===== config.mk =====
export PLATFORM = sky130hd
export DESIGN_NAME = redxor_signature_accum_flat
export DESIGN_NICKNAME = d
export VERILOG_FILES = /design/src/rtl/redxor_pkg.sv /design/src/rtl/redxor_signature_accum_if.sv /design/src/rtl/redxor_lane_reduce.sv /design/src/rtl/redxor_signature_accum.sv /design/src/flat_wrapper.sv
export SDC_FILE = /design/constraint.sdc
export NUM_CORES = 1
export LEC_CHECK = 0
export ABC_AREA = 0
export BUFFER_PORTS_ARGS = -buffer_cell sky130_fd_sc_hd__buf_2
export CAP_MARGIN = 20
export CORE_ASPECT_RATIO = 0.9
export CORE_MARGIN = 2
export CORE_UTILIZATION = 50
export CTS_BUF_LIST = sky130_fd_sc_hd__clkbuf_8
export DETAILED_ROUTE_END_ITERATION = 8
export PLACE_DENSITY_LB_ADDON = 0.05
export SLEW_MARGIN = 40
export SYNTH_ARGS = -nofsm -noshare
export SYNTH_HDL_FRONTEND = slang
export SYNTH_HIERARCHICAL = 1
export SYNTH_SLANG_ARGS = --single-unit

===== constraint.sdc =====
create_clock -name clk -period 2.6 [get_ports clk]
set_input_delay 0.26 -clock clk [delete_from_list [all_inputs] [get_ports clk]]
set_output_delay 0.26 -clock clk [all_outputs]
set_load 0.01 [all_outputs]

===== src/rtl/redxor_pkg.sv =====
// Package: redxor_pkg
// Purpose : Shared defaults, the lane-count helper and the default-width result record for the
//           redxor_signature_accum block.
// Contents:
//   IN_W, LANE_W, CNT_W - default word width, lane width and burst counter width
//   NLANES              - default number of lanes (= signature bits)
//   lane_count()        - number of LANE_W-bit lanes in an IN_W-bit word
//   redxor_result_t     - {sig, count, ovf} at the default widths
package redxor_pkg;

    localparam int unsigned IN_W   = 128;
    localparam int unsigned LANE_W = 8;
    localparam int unsigned CNT_W  = 16;

    function automatic int unsigned lane_count(input int unsigned in_w, input int unsigned lane_w);
        return in_w / lane_w;
    endfunction

    localparam int unsigned NLANES = lane_count(IN_W, LANE_W);

    typedef struct packed {
        logic [NLANES-1:0] sig;
        logic [CNT_W-1:0]  count;
        logic              ovf;
    } redxor_result_t;

endpackage


===== src/rtl/redxor_signature_accum_if.sv =====
// Interface: redxor_signature_accum_if
// Purpose  : Input word channel and burst-result channel of redxor_signature_accum.
// Signals  :
//   in_valid/in_ready/in_data/in_last                       - word stream (producer -> block)
//   out_valid/out_ready/out_sig/out_parity/out_count/out_ovf - burst result (block -> consumer)
// Modports : master = producer/consumer side (testbench), slave = the accumulator block.
interface redxor_signature_accum_if
#(
    parameter int unsigned IN_W   = redxor_pkg::IN_W,
    parameter int unsigned NLANES = redxor_pkg::NLANES,
    parameter int unsigned CNT_W  = redxor_pkg::CNT_W
);

    logic              in_valid;
    logic              in_ready;
    logic [IN_W-1:0]   in_data;
    logic              in_last;

    logic              out_valid;
    logic              out_ready;
    logic [NLANES-1:0] out_sig;
    logic              out_parity;
    logic [CNT_W-1:0]  out_count;
    logic              out_ovf;

    modport master (
        output in_valid, in_data, in_last, out_ready,
        input  in_ready, out_valid, out_sig, out_parity, out_count, out_ovf
    );

    modport slave (
        input  in_valid, in_data, in_last, out_ready,
        output in_ready, out_valid, out_sig, out_parity, out_count, out_ovf
    );

endinterface


===== src/rtl/redxor_lane_reduce.sv =====
// Module : redxor_lane_reduce
// Purpose: Combinational unary-XOR of each LANE_W-bit lane of a word to one parity bit.
// Ports  :
//   i_data [IN_W]   - input word; lane k = i_data[k*LANE_W +: LANE_W]
//   o_par  [NLANES] - o_par[k] = ^lane k
module redxor_lane_reduce
    import redxor_pkg::*;
#(
    parameter int unsigned IN_W   = redxor_pkg::IN_W,
    parameter int unsigned LANE_W = redxor_pkg::LANE_W,
    localparam int unsigned NLANES = redxor_pkg::lane_count(IN_W, LANE_W)
) (
    input  logic [IN_W-1:0]   i_data,
    output logic [NLANES-1:0] o_par
);

    for (genvar k = 0; k < NLANES; k++) begin : g_lane
        assign o_par[k] = ^i_data[k*LANE_W +: LANE_W];
    end

endmodule


===== src/rtl/redxor_signature_accum.sv =====
// Module : redxor_signature_accum
// Purpose: Per accepted word, reduce every lane to a parity bit, XOR-accumulate those parities
//          over a burst (framed by in_last) and present the burst signature, its overall parity,
//          a saturating word count and an overflow flag on a valid/ready result channel.
// Ports  :
//   clk    - clock, rising edge
//   rst_n  - asynchronous active-low reset (deassert synchronously to clk)
//   io_bus - slave side of redxor_signature_accum_if (word stream in, burst result out)
// Pipeline: S1 register (lane parities + last) -> accumulators -> result register.
//           State is carried by the valid bits only.
module redxor_signature_accum
    import redxor_pkg::*;
#(
    parameter int unsigned IN_W   = redxor_pkg::IN_W,
    parameter int unsigned LANE_W = redxor_pkg::LANE_W,
    parameter int unsigned CNT_W  = redxor_pkg::CNT_W,
    localparam int unsigned NLANES = redxor_pkg::lane_count(IN_W, LANE_W)
) (
    input  logic                     clk,
    input  logic                     rst_n,
    redxor_signature_accum_if.slave  io_bus
);

    // Same layout as redxor_result_t, sized by this instance's parameters.
    typedef struct packed {
        logic [NLANES-1:0] sig;
        logic [CNT_W-1:0]  count;
        logic              ovf;
    } result_t;

    logic [NLANES-1:0] w_lane_par;

    logic              r_s1_valid;
    logic              r_s1_last;
    logic [NLANES-1:0] r_s1_par;

    logic [NLANES-1:0] r_acc_sig;
    logic [CNT_W-1:0]  r_acc_cnt;
    logic              r_acc_ovf;

    result_t           r_res;
    logic              r_out_valid;

    logic              w_s1_adv;
    logic              w_in_ready;
    logic              w_in_fire;
    logic              w_res_load;
    logic              w_cnt_max;
    logic [NLANES-1:0] w_sig_next;
    logic [CNT_W-1:0]  w_cnt_next;
    logic              w_ovf_next;

    redxor_lane_reduce #(
        .IN_W   (IN_W),
        .LANE_W (LANE_W)
    ) u_lane_reduce (
        .i_data (io_bus.in_data),
        .o_par  (w_lane_par)
    );

    always_comb begin
        // Only a completing word has to wait for room in the result register.
        w_s1_adv   = r_s1_valid & ~(r_s1_last & r_out_valid & ~io_bus.out_ready);
        // Gated by rst_n so the channel reads not-ready for the whole reset.
        w_in_ready = rst_n & (~r_s1_valid | w_s1_adv);
        w_in_fire  = io_bus.in_valid & w_in_ready;
        w_res_load = w_s1_adv & r_s1_last;

        w_cnt_max  = &r_acc_cnt;
        w_sig_next = r_acc_sig ^ r_s1_par;
        w_cnt_next = w_cnt_max ? r_acc_cnt : r_acc_cnt + CNT_W'(1);
        // Overflow once a word arrives while the count already sits at all-ones.
        w_ovf_next = r_acc_ovf | w_cnt_max;
    end

    // S1: lane parities of the accepted word.
    always_ff @(posedge clk or negedge rst_n) begin
        if (!rst_n) begin
            r_s1_valid <= 1'b0;
            r_s1_last  <= 1'b0;
            r_s1_par   <= '0;
        end else if (w_in_fire) begin
            r_s1_valid <= 1'b1;
            r_s1_last  <= io_bus.in_last;
            r_s1_par   <= w_lane_par;
        end else if (w_s1_adv) begin
            r_s1_valid <= 1'b0;
        end
    end

    // Accumulators restart from zero on the same edge a burst is stored.
    always_ff @(posedge clk or negedge rst_n) begin
        if (!rst_n) begin
            r_acc_sig <= '0;
            r_acc_cnt <= '0;
            r_acc_ovf <= 1'b0;
        end else if (w_s1_adv) begin
            if (r_s1_last) begin
                r_acc_sig <= '0;
                r_acc_cnt <= '0;
                r_acc_ovf <= 1'b0;
            end else begin
                r_acc_sig <= w_sig_next;
                r_acc_cnt <= w_cnt_next;
                r_acc_ovf <= w_ovf_next;
            end
        end
    end

    // Result register: a load only happens when it is empty or being consumed this cycle.
    always_ff @(posedge clk or negedge rst_n) begin
        if (!rst_n) begin
            r_res       <= '0;
            r_out_valid <= 1'b0;
        end else if (w_res_load) begin
            r_res.sig   <= w_sig_next;
            r_res.count <= w_cnt_next;
            r_res.ovf   <= w_ovf_next;
            r_out_valid <= 1'b1;
        end else if (io_bus.out_ready) begin
            r_out_valid <= 1'b0;
        end
    end

    assign io_bus.in_ready   = w_in_ready;
    assign io_bus.out_valid  = r_out_valid;
    assign io_bus.out_sig    = r_res.sig;
    assign io_bus.out_parity = ^r_res.sig;
    assign io_bus.out_count  = r_res.count;
    assign io_bus.out_ovf    = r_res.ovf;

endmodule


===== src/flat_wrapper.sv =====
// flat-port wrapper written by rule: the top's interface ports become plain ports
module redxor_signature_accum_flat import redxor_pkg::*;
#(
    parameter int unsigned IN_W   = redxor_pkg::IN_W,
    parameter int unsigned LANE_W = redxor_pkg::LANE_W,
    parameter int unsigned CNT_W  = redxor_pkg::CNT_W,
    localparam int unsigned NLANES = redxor_pkg::lane_count(IN_W, LANE_W)
)
  (clk, rst_n, io_bus_in_valid, io_bus_in_data, io_bus_in_last, io_bus_out_ready, io_bus_in_ready, io_bus_out_valid, io_bus_out_sig, io_bus_out_parity, io_bus_out_count, io_bus_out_ovf);
  redxor_signature_accum_if #(.IN_W(IN_W), .NLANES((16)), .CNT_W(CNT_W)) io_bus_i ();
  input  logic clk;
  input  logic rst_n;
  input wire logic [$bits(io_bus_i.in_valid)-1:0] io_bus_in_valid;
  input wire logic [$bits(io_bus_i.in_data)-1:0] io_bus_in_data;
  input wire logic [$bits(io_bus_i.in_last)-1:0] io_bus_in_last;
  input wire logic [$bits(io_bus_i.out_ready)-1:0] io_bus_out_ready;
  output wire logic [$bits(io_bus_i.in_ready)-1:0] io_bus_in_ready;
  output wire logic [$bits(io_bus_i.out_valid)-1:0] io_bus_out_valid;
  output wire logic [$bits(io_bus_i.out_sig)-1:0] io_bus_out_sig;
  output wire logic [$bits(io_bus_i.out_parity)-1:0] io_bus_out_parity;
  output wire logic [$bits(io_bus_i.out_count)-1:0] io_bus_out_count;
  output wire logic [$bits(io_bus_i.out_ovf)-1:0] io_bus_out_ovf;
  assign io_bus_i.in_valid = io_bus_in_valid;
  assign io_bus_i.in_data = io_bus_in_data;
  assign io_bus_i.in_last = io_bus_in_last;
  assign io_bus_i.out_ready = io_bus_out_ready;
  assign io_bus_in_ready = io_bus_i.in_ready;
  assign io_bus_out_valid = io_bus_i.out_valid;
  assign io_bus_out_sig = io_bus_i.out_sig;
  assign io_bus_out_parity = io_bus_i.out_parity;
  assign io_bus_out_count = io_bus_i.out_count;
  assign io_bus_out_ovf = io_bus_i.out_ovf;
  redxor_signature_accum #(.IN_W(IN_W), .LANE_W(LANE_W), .CNT_W(CNT_W)) u_core (.clk(clk), .rst_n(rst_n), .io_bus(io_bus_i));
endmodule

; ---- Word-level counts from Yosys, hierarchy flattened
; Cells that the tools add are included.
; Widths: inputs -> output; s select.
[word_totals]
ff_bits = 85
inputBits = 133
wordCells = 51
[classes]
add_sub_neg = 1
mux = 8
bitwise = 12
reduce_logical = 20
[op_table]
columns = operator, n
row1 = $reduce_xor 8->1, 16
row2 = $mux 16, 3
row3 = $add 16x1->16 const B, 1
row4 = $reduce_and 16->1, 1
row5 = $reduce_xor 16->1, 1
row6 = $xor 16x16->16, 1
row7 = $and 1x1->1, 6
row8 = $mux 1, 5
row9 = $reduce_bool 2->1, 2
row10 = $not 1->1, 3
row11 = $or 1x1->1, 2

; ---- Depth between registers and ports, before layout
; Gate-level depths: netlist of the first run.
[depth]
word_depth = 8
mapped_depth = 7

; ---- By module
; Netlist of the first run, hierarchy kept.
[modules_own_cells]
columns = mod, instances, cells_each, area_each_um2
row1 = redxor_signature_accum, 1, 439, 4224.1
row2 = redxor_lane_reduce, 1, 112, 980.9

; ---- Worst setup path after synthesis of the first run
; OpenSTA, ideal clock, no wires.
[synth_path]
kind = register to register
startpoint = register u_core.r_acc_cnt[0]
endpoint = register u_core.r_acc_cnt[11]
setup_ns = 0.081
t_arrival_ns = 1.809
required_time_ns = 2.519
setup_slack_ns = 0.710
path_stages_with_launch = 7
path_buffers = 1
synth_period_minus_slack_ns = 1.890
cell_sequence = dfrtp_1 ha_1 nand3_2 or4_4 buf_6 a211o_1 o211ai_2
[synth_via]
elab_chain_cells = 3
[synth_lines]
columns = element, line_no
row1 = from (decl), redxor_signature_accum.sv:38  ; logic [CNT_W-1:0] r_acc_cnt;
row2 = from (signal assigned), redxor_signature_accum.sv:104  ; r_acc_cnt <= w_cnt_next;
row3 = $add 16x1->16 or $reduce_and 16->1 (tied branches), "redxor_signature_accum.sv:71, redxor_signature_accum.sv:69"
row4 = $mux 16 *, redxor_signature_accum.sv:71  ; w_cnt_next = w_cnt_max ? r_acc_cnt : r_acc_cnt + CNT_W'(1);
row5 = $mux 16 *, redxor_signature_accum.sv:98  ; if (r_s1_last) begin
; Mark *: on every way between the ends. The rest lies on a longest branch, timed or not.
; A chain may end at the register's enable or synchronous reset.

; ---- Worst setup path in the final report of the first run
; Same ends and word-level chain as after synthesis.

==> results of run 1 <==
-- area by class of cell --
type	count	share of cell area, %
inverters	3	0.176
clock buffers	9	1.94
clock inverters	6	0.899
well taps	129	2.52
multi-input cells	438	46.3
flip-flops and latches	85	33.2
repair buffers	182	14.9
-- worst max-delay path: stages (launching register included) --
cell      delay (ps)
dfrtp_1          490
ha_1             280
nand3_2          210
or4_4            660
a211o_1          300
o211ai_2          70
-- worst max path at each step --
stage                                 end  slack (ps)  cells after the start
5_1_grt        u_core/io_bus.out_count[8]         420                      5
6_report             u_core/r_acc_cnt[11]         520                      5
3_5_place_dp   u_core/io_bus.out_count[8]         550                      5
4_1_cts        u_core/io_bus.out_count[8]         530                      5
3_3_place_gp         u_core/r_acc_cnt[11]         610                      5
2_1_floorplan        u_core/r_acc_cnt[11]         710                      6
-- state kept, by name, indices dropped and copies added (netlist names) --
signal	flops
u_core/io_bus.out_count	16
u_core/io_bus.out_ovf	1
u_core/io_bus.out_sig	16
u_core/io_bus.out_valid	1
u_core/r_acc_cnt	16
u_core/r_acc_ovf	1
u_core/r_acc_sig	16
u_core/r_s1_last	1
u_core/r_s1_par	16
u_core/r_s1_valid	1
-- synthesized netlist by cell type (all sizes together), types with 2 or more instances --
master | n | area [um^2]
nor2 | 34 | 128
clkbuf | 15 | 58.8
nand2b | 2 | 12.5
a211oi | 4 | 35.0
xnor2 | 114 | 998
o311ai | 3 | 26.3
o21ai | 44 | 220
a21oi | 33 | 169
nor4 | 6 | 37.5
nand4 | 7 | 65.1
nand2 | 58 | 218
clkinv | 2 | 7.51
a21o | 4 | 30.0
or4 | 6 | 48.8
dfrtp | 85 | 2130
mux2i | 4 | 40.0
and4 | 2 | 18.8
o311a | 2 | 20.0
and3 | 2 | 12.5
nand3 | 13 | 70.1
a31oi | 5 | 31.3
xor2 | 17 | 149
o31ai | 2 | 15.0
mux2 | 17 | 191
nor2b | 34 | 213
buf | 10 | 63.8
nor3 | 3 | 20.0
or3 | 6 | 40.0
and2 | 2 | 12.5
o211ai | 7 | 57.6
-- per-layer routing --
| layer | routed length, um | part of all wire, % | vias to the layer above |
|---|---|---|---|
| met2 | 6110 | 51 | 132 |
| met1 | 5230 | 44 | 2120 |
| met5 | 0 | 0 | - |
| met3 | 556 | 4.6 | 8 |
| li1 | - | - | 2220 |
| met4 | 125 | 1.0 | 0 |
-- power breakdown --
part | internal, mW | total [mW] | switching, mW
logic | 1.28 | 2.50 | 1.22
registers | 1.82 | 2.27 | 0.446
clock network | 0.431 | 0.899 | 0.468
total | 3.53 | 5.67 | 2.14
-- placed cells by master (no fill, tap or decap), types with 2 or more instances in the layout --
cell,n
buf_4,13
a211oi_1,3
or4_1,5
nor2b_1,34
clkinv_1,2
or3_1,4
a21o_1,4
o311a_1,2
nand3_2,2
nor4_1,5
nand2b_1,2
and2_1,2
and3_1,2
mux2i_1,4
nor3_1,2
clkbuf_8,9
nand4_1,5
o21ai_0,43
clkinvlp_4,2
o31ai_1,2
or3_2,2
inv_1,3
a31oi_1,5
buf_2,167
nand3_1,11
dfrtp_1,85
nand2_1,58
xor2_1,17
o211ai_1,6
xnor2_1,114
a21oi_2,2
o311ai_0,3
mux2_2,17
nor2_1,34
a21oi_1,31
-- cell families after synthesis --
kind of cell	synth area share (%)
mux	4.45
xor+xnor	22.0
simple gates	17.4
compound gates	12.5
fa+ha+maj	0.240
flops	40.9
buf+inv	2.57
==> results.json, run 1 <==
{
  "drive_above_1_share_pct": 31.4,
  "io_pins": 169,
  "crit_path_start_kind": "flip-flop",
  "setup_viol": 0,
  "dp_cells": 836,
  "core-area_um2": 10200,
  "post-place-ws_ps": 548,
  "drv_slew": 0,
  "min-delay-start": "io_bus_in_last",
  "use_met1_pct": 26.5,
  "cts_sinks": 85,
  "rows": 35,
  "reg2reg_setup_slack_ps": 520,
  "fillers": 877,
  "hold_end": "u_core/r_s1_last",
  "place_congestion": 0.896,
  "cts_resized": 0,
  "grt-busiest-layer": "met2",
  "ir_worst_vdd_uv": 629,
  "track_usage_pct": 22.0,
  "root_buffer": "clkbuf_8",
  "ys_ff_latch": 85,
  "io_buffer_count": 168,
  "die_w_um": 112,
  "via_count": 4480,
  "syn-num-nets": 685,
  "synthCells": 551,
  "setup_ws_ps": 519,
  "htreeDepth": 3,
  "n_antenna_cell": 0,
  "wl_per_cell_um": 14.1,
  "drt_wl_total_um": 12000,
  "ys_seq_area_share_pct": 40.9,
  "multi_input_area_um2": 2960,
  "nNetsFinal": 853,
  "dpl.hpwl_um": 9050,
  "antenna_found_initial": 0,
  "min_period_ps": 2080,
  "drt_first_pass_iters": 5,
  "critPathCaptureType": "flip-flop",
  "r2r-start": "u_core/r_acc_cnt[0]",
  "synth_area_um2": 5200,
  "max_slew.worst_pin.slew_ps": 624,
  "dpl-instance-area_um2": 6210,
  "p_total_mw": 5.67,
  "fin_area_um2": 6400,
  "path_max_fanout": 9,
  "post_cts_buffers": 0,
  "hold_viol": 0,
  "utilization_pct": 62.7,
  "tns_ps": 0,
  "reg2reg_to": "u_core/r_acc_cnt[11]",
  "numCtsBuffers": 9,
  "synth_edf_count": 0,
  "status": "completed",
  "slew_headroom_pct": 58.0,
  "grt_pass1_vias": 4442,
  "clock-skew-final_ps": 11.0,
  "die_h_um": 101,
  "drc": 0,
  "ant_nets": 0,
  "cts_tree": "done",
  "area_growth_pct": 22.9,
  "crit_path_start": "u_core/r_acc_cnt[0]",
  "arrival_ps": 2350,
  "worstSkewPairLatency_ps": 360,
  "ctsHoldBuffers": 1,
  "rsz0062_at_grt": "no",
  "vias_per_cell": 5.26,
  "ys_async_sr_fraction_pct": 100,
  "cts_max_path_buffers": 2,
  "powerDensity_nw_per_um2": 886,
  "holdPathStages": 2,
  "grtUsageMet2_pct": 40.9,
  "start_util_pct": 51.0,
  "leakage_nw": 2.82,
  "fmax_mhz": 481,
  "drv_cap": 0,
  "grt_max_degree": 70,
  "clk_pin_slew_ps": 80,
  "globalRouteOverflowTotal": 0,
  "synth_flop_cell": "dfrtp_1",
  "drt_iter0_markers": 238,
  "use_met3_pct": 4.45,
  "worst-setup-path-type": "flip-flop to flip-flop",
  "final.period_utilization_pct": 80.0,
  "yosysWarningCount": 6,
  "fin_cells": 852,
  "whs_ps": 165,
  "avgSynthCellArea_um2": 9.45,
  "worstHoldPathType": "input pin to flip-flop",
  "regArea_um2": 2130,
  "grt_pass1_wl_um": 20100,
  "ys_types": 52,
  "die_area_um2": 11200,
  "r2r_cells": 5,
  "worstPathRequired_ps": 2870
}
(Power assumes the default switching activity.)
==> run 2: changes to the inputs <==
==> constraint.sdc (replaced) <==
create_clock -name clk -period 2.18 [get_ports clk]
set_input_delay 0.218 -clock clk [delete_from_list [all_inputs] [get_ports clk]]
set_output_delay 0.218 -clock clk [all_outputs]
set_load 0.01 [all_outputs]
==> results.json, run 2 (same netlist as run 1, synthesis figures left out) <==
{
  "holdPathStages": 2,
  "arrival_ps": 2300,
  "cts_sinks": 85,
  "ant_nets": 0,
  "critPathBufInv": 0,
  "dpl.hpwl_um": 8810,
  "area_growth_pct": 24.0,
  "critPathCaptureType": "flip-flop",
  "final_common_cell": "buf_2",
  "die_area_um2": 11200,
  "cts_max_path_buffers": 2,
  "nNetsFinal": 855,
  "drt_wl_total_um": 11500,
  "antenna_found_initial": 0,
  "fmax_mhz": 493,
  "root_buffer": "clkbuf_8",
  "grt_pass1_vias": 4367,
  "powerDensity_nw_per_um2": 1070,
  "dp_cells": 838,
  "drt_iter0_markers": 226,
  "drt_first_pass_iters": 4,
  "leakage_nw": 2.85,
  "track_usage_pct": 21.5,
  "start_util_pct": 51.0,
  "via_count": 4404,
  "rows": 35,
  "fin_cells": 855,
  "io_pins": 169,
  "final.period_utilization_pct": 93.1,
  "final_cell_mix": "buf_2 (167), xnor2_1 (114), dfrtp_1 (84), nand2_1 (58), o21ai_0 (43)",
  "critical_path_cell_count": 5,
  "die_w_um": 112,
  "crit_path_start": "u_core/r_acc_cnt[1]",
  "crit_chain": "ha_1, nand3_2, or4_4, a211o_1, o211ai_2",
  "setup_viol": 0,
  "drv_slew": 0,
  "rsz0062_at_grt": "no",
  "reg2reg_to": "u_core/r_acc_cnt[11]",
  "worstHoldPathType": "input pin to flip-flop",
  "min_period_ps": 2030,
  "place_congestion": 0.866,
  "r2r-start": "u_core/r_acc_cnt[1]",
  "worstSkewPairLatency_ps": 350,
  "n_antenna_cell": 0,
  "max_slew.worst_pin.slew_ps": 689,
  "numCtsBuffers": 9,
  "slew_headroom_pct": 54.1,
  "tns_ps": 0,
  "post_cts_buffers": 0,
  "vias_per_cell": 5.15,
  "hold_viol": 0,
  "clock-skew-final_ps": 12.4,
  "drive_above_1_share_pct": 32.1,
  "worstPathRequired_ps": 2450,
  "status": "completed",
  "io_buffer_count": 168,
  "slowest_stage": "or4_4",
  "r2r_cells": 5,
  "p_total_mw": 6.93,
  "whs_ps": 121,
  "grt_max_degree": 77,
  "crit_path_start_kind": "flip-flop",
  "core-area_um2": 10200,
  "worst-setup-path-type": "flip-flop to flip-flop",
  "wl_per_cell_um": 13.5,
  "globalRouteOverflowTotal": 0,
  "die_h_um": 101,
  "fillers": 890,
  "ir_worst_vdd_uv": 715,
  "path_max_fanout": 9,
  "cp_slowest_stage_delay_ps": 650,
  "reg2reg_setup_slack_ps": 150,
  "grt_pass1_wl_um": 19800,
  "crit_end": "u_core/r_acc_cnt[11]",
  "drc": 0,
  "cts_tree": "done",
  "drv_cap": 0,
  "critPathTopFamily": "simple AND/OR/NAND/NOR gates",
  "clk_pin_slew_ps": 80,
  "htreeDepth": 3
}
==> run 2: cell count changes in the layout (fill, tap and decap cells not counted), sizes merged <==
cell      delta
buf          +2
clkinv       +2
bufinv       +1
clkinvlp     -2
==> run 2: final cells by class <==
cell class              count  area [um^2]  share of cell area [%]
clock inverters             7         96.3                    1.49
repair buffers            184          970                    15.0
clock buffers               9          124                    1.92
well taps                 129          161                    2.50
inverters                   3         11.3                   0.174
multi-input cells         438         2960                    45.9
flip-flops and latches     85         2130                    33.0
==> run 2: repair_timing <==
action | CTS | global route
endpoints found under the hold margin | 9 | 0
endpoints found under the setup margin | 0 | 1
gates resized for setup | 0 | 1
hold buffers | 1 | 0
==> run 2: power breakdown <==
part | switching, mW | internal, mW
sequential | 0.527 | 2.17
clock | 0.574 | 0.652
combinational | 1.48 | 1.53
==> run 2: worst min-delay path by stage <==
stage                   start                         end  slack, ps
6_report       io_bus_in_last            u_core/r_s1_last        120
5_1_grt        io_bus_in_last            u_core/r_s1_last         90
4_1_cts        io_bus_in_last            u_core/r_s1_last        100
3_5_place_dp            rst_n    u_core/io_bus.out_sig[8]         80
3_3_place_gp            rst_n    u_core/io_bus.out_sig[8]         70
2_1_floorplan           rst_n  u_core/io_bus.out_count[0]        -80
==> run 2: stage by stage <==
stage | instance area, um^2 | worst slack, ps | util (%)
final | 6450 | 150 | 63.2
after global routing | 6450 | 12.0 | 63.2
after CTS | 6450 | 120 | 63.2
after detailed placement | 6220 | 133 | 61.0
after global placement | 6220 | 220 | 60.9
after floorplan | 5200 | 290 | -
==> run 2: routing by layer <==
metal | part of all wire [%] | up-vias | track usage [%] | wire length (um)
met2 | 50 | 119 | 38.7 | 5720
met1 | 44 | 2056 | 26.8 | 5080
li1 | - | 2221 | - | -
met3 | 5.5 | 8 | 4.63 | 636
met5 | 0 | - | 0 | 0
met4 | 0.63 | 0 | 5.03 | 73
==> run 3: changes to the inputs <==
==> constraint.sdc (replaced) <==
create_clock -name clk -period 2.15 [get_ports clk]
set_input_delay 0.215 -clock clk [delete_from_list [all_inputs] [get_ports clk]]
set_output_delay 0.215 -clock clk [all_outputs]
set_load 0.01 [all_outputs]
==> results.json, run 3 (same netlist as run 1, synthesis figures left out) <==
{
  "status": "completed",
  "grt_pass1_wl_um": 19900,
  "io_buffer_count": 168,
  "final_cell_mix": "buf_2 (167), xnor2_1 (114), dfrtp_1 (85), nand2_1 (58), o21ai_0 (43)",
  "clk_pin_slew_ps": 80,
  "n_antenna_cell": 0,
  "cts_sinks": 85,
  "drv_cap": 0,
  "final.period_utilization_pct": 93.6,
  "slowest_stage": "or4_4",
  "worstPathRequired_ps": 2430,
  "fmax_mhz": 497,
  "r2r-start": "u_core/r_acc_cnt[1]",
  "root_buffer": "clkbuf_8",
  "hold_viol": 0,
  "rsz0062_at_grt": "no",
  "wl_per_cell_um": 13.9,
  "cp_slowest_stage_delay_ps": 650,
  "wl_met3_um": 559,
  "track_usage_pct": 21.9,
  "worst-setup-path-type": "flip-flop to flip-flop",
  "fillers": 889,
  "grt_pass1_vias": 4259,
  "numCtsBuffers": 9,
  "wl_met2_um": 5990,
  "arrival_ps": 2290,
  "drt_wl_total_um": 11900,
  "core-area_um2": 10200,
  "area_growth_pct": 23.8,
  "rows": 35,
  "via_count": 4389,
  "whs_ps": 127,
  "die_w_um": 112,
  "min-delay-start": "io_bus_in_last",
  "ant_nets": 0,
  "max_slew.worst_pin.slew_ps": 664,
  "min_period_ps": 2010,
  "io_pins": 169,
  "wl_met1_um": 5260,
  "htreeDepth": 3,
  "drv_slew": 0,
  "drt_iter0_markers": 187,
  "slew_headroom_pct": 55.7,
  "drc": 0,
  "ir_worst_vdd_uv": 745,
  "final_common_cell": "buf_2",
  "drive_above_1_share_pct": 32.1,
  "crit_path_start_kind": "flip-flop",
  "path_max_fanout": 9,
  "leakage_nw": 2.84,
  "start_util_pct": 51.0,
  "place_congestion": 0.868,
  "worstSkewPairLatency_ps": 350,
  "crit_chain": "ha_2, nand3_2, or4_4, a211o_1, o211ai_2",
  "tns_ps": 0,
  "drt_first_pass_iters": 4,
  "clock-skew-final_ps": 7.08,
  "setup_viol": 0,
  "grt_max_degree": 75,
  "cts_max_path_buffers": 2,
  "critPathCaptureType": "flip-flop",
  "dpl.hpwl_um": 8860,
  "critPathTopFamily": "simple AND/OR/NAND/NOR gates",
  "crit_path_start": "u_core/r_acc_cnt[1]",
  "die_area_um2": 11200,
  "nNetsFinal": 856,
  "globalRouteOverflowTotal": 0,
  "antenna_found_initial": 0,
  "powerDensity_nw_per_um2": 1080,
  "cts_tree": "done",
  "vias_per_cell": 5.13,
  "worstHoldPathType": "input pin to flip-flop",
  "critPathBufInv": 0,
  "routed.top_layer": "met4",
  "die_h_um": 101
}
-- run 3: changes by cell type in the layout (fill, tap and decap cells not counted), sizes merged --
cell      before  now
buf          183  184
bufinv         2    1
clkbuf         9   11
clkinv         5    4
clkinvlp       0    1
inv            3    1
-- run 3: where the power goes --
part | internal, mW | switching (mW)
combinational | 1.55 | 1.50
sequential | 2.20 | 0.529
clock | 0.590 | 0.562
-- run 3: worst reg2reg max path, cell delays in order, from the launching register on --
cell and delay (ps):
dfrtp_1 460, ha_2 270, nand3_2 190, or4_4 650
a211o_1 300, o211ai_2 70
-- run 3: final timing paths --
path	end	slack (ps)	cells after the start
setup / recovery	u_core/r_acc_cnt[11]	140	5
setup reg to reg	u_core/r_acc_cnt[11]	140	5
hold reg to reg	u_core/io_bus.out_ovf	470	2
min in group asynchronous	u_core/io_bus.out_sig[8]	260	2
hold / removal	u_core/r_s1_last	130	2
max in group asynchronous	u_core/r_acc_cnt[4]	990	3
-- run 3: routing by layer --
| metal | track usage (%) | vias up |
|---|---|---|
| met3 | 4.51 | 9 |
| li1 | - | 2222 |
| met4 | 4.08 | 0 |
| met1 | 27.8 | 2041 |
| met2 | 39.5 | 117 |
| met5 | 0 | - |
-- run 3: layout make-up --
class | count | area [um^2] | area share, %
Clock buffer | 11 | 151 | 2.35
Multi-Input combinational cell | 438 | 2970 | 46.0
Timing Repair Buffer | 185 | 977 | 15.2
Tap cell | 129 | 161 | 2.51
Clock inverter | 4 | 47.5 | 0.738
Sequential cell | 85 | 2130 | 33.0
Inverter | 3 | 11.3 | 0.175
-- run 3: per-stage QoR --
stage	worst slack, ps	power [mW]	utilization (%)	instance area [um^2]	instances
6_report	138	6.94	63.1	6440	855
5_1_grt	4.65	7.45	63.1	6440	855
4_1_cts	149	7.02	63.1	6440	855
3_5_place_dp	162	5.86	61.1	6230	839
2_1_floorplan	260	4.77	-	5200	551
3_3_place_gp	215	5.73	61.0	6230	839
-- run 3: timing repair --
action	CTS	global route
gates resized for setup	0	1
setup endpoints to repair	0	2
hold buffers	1	0
buffers inserted	0	0
endpoints found under the hold margin	11	0
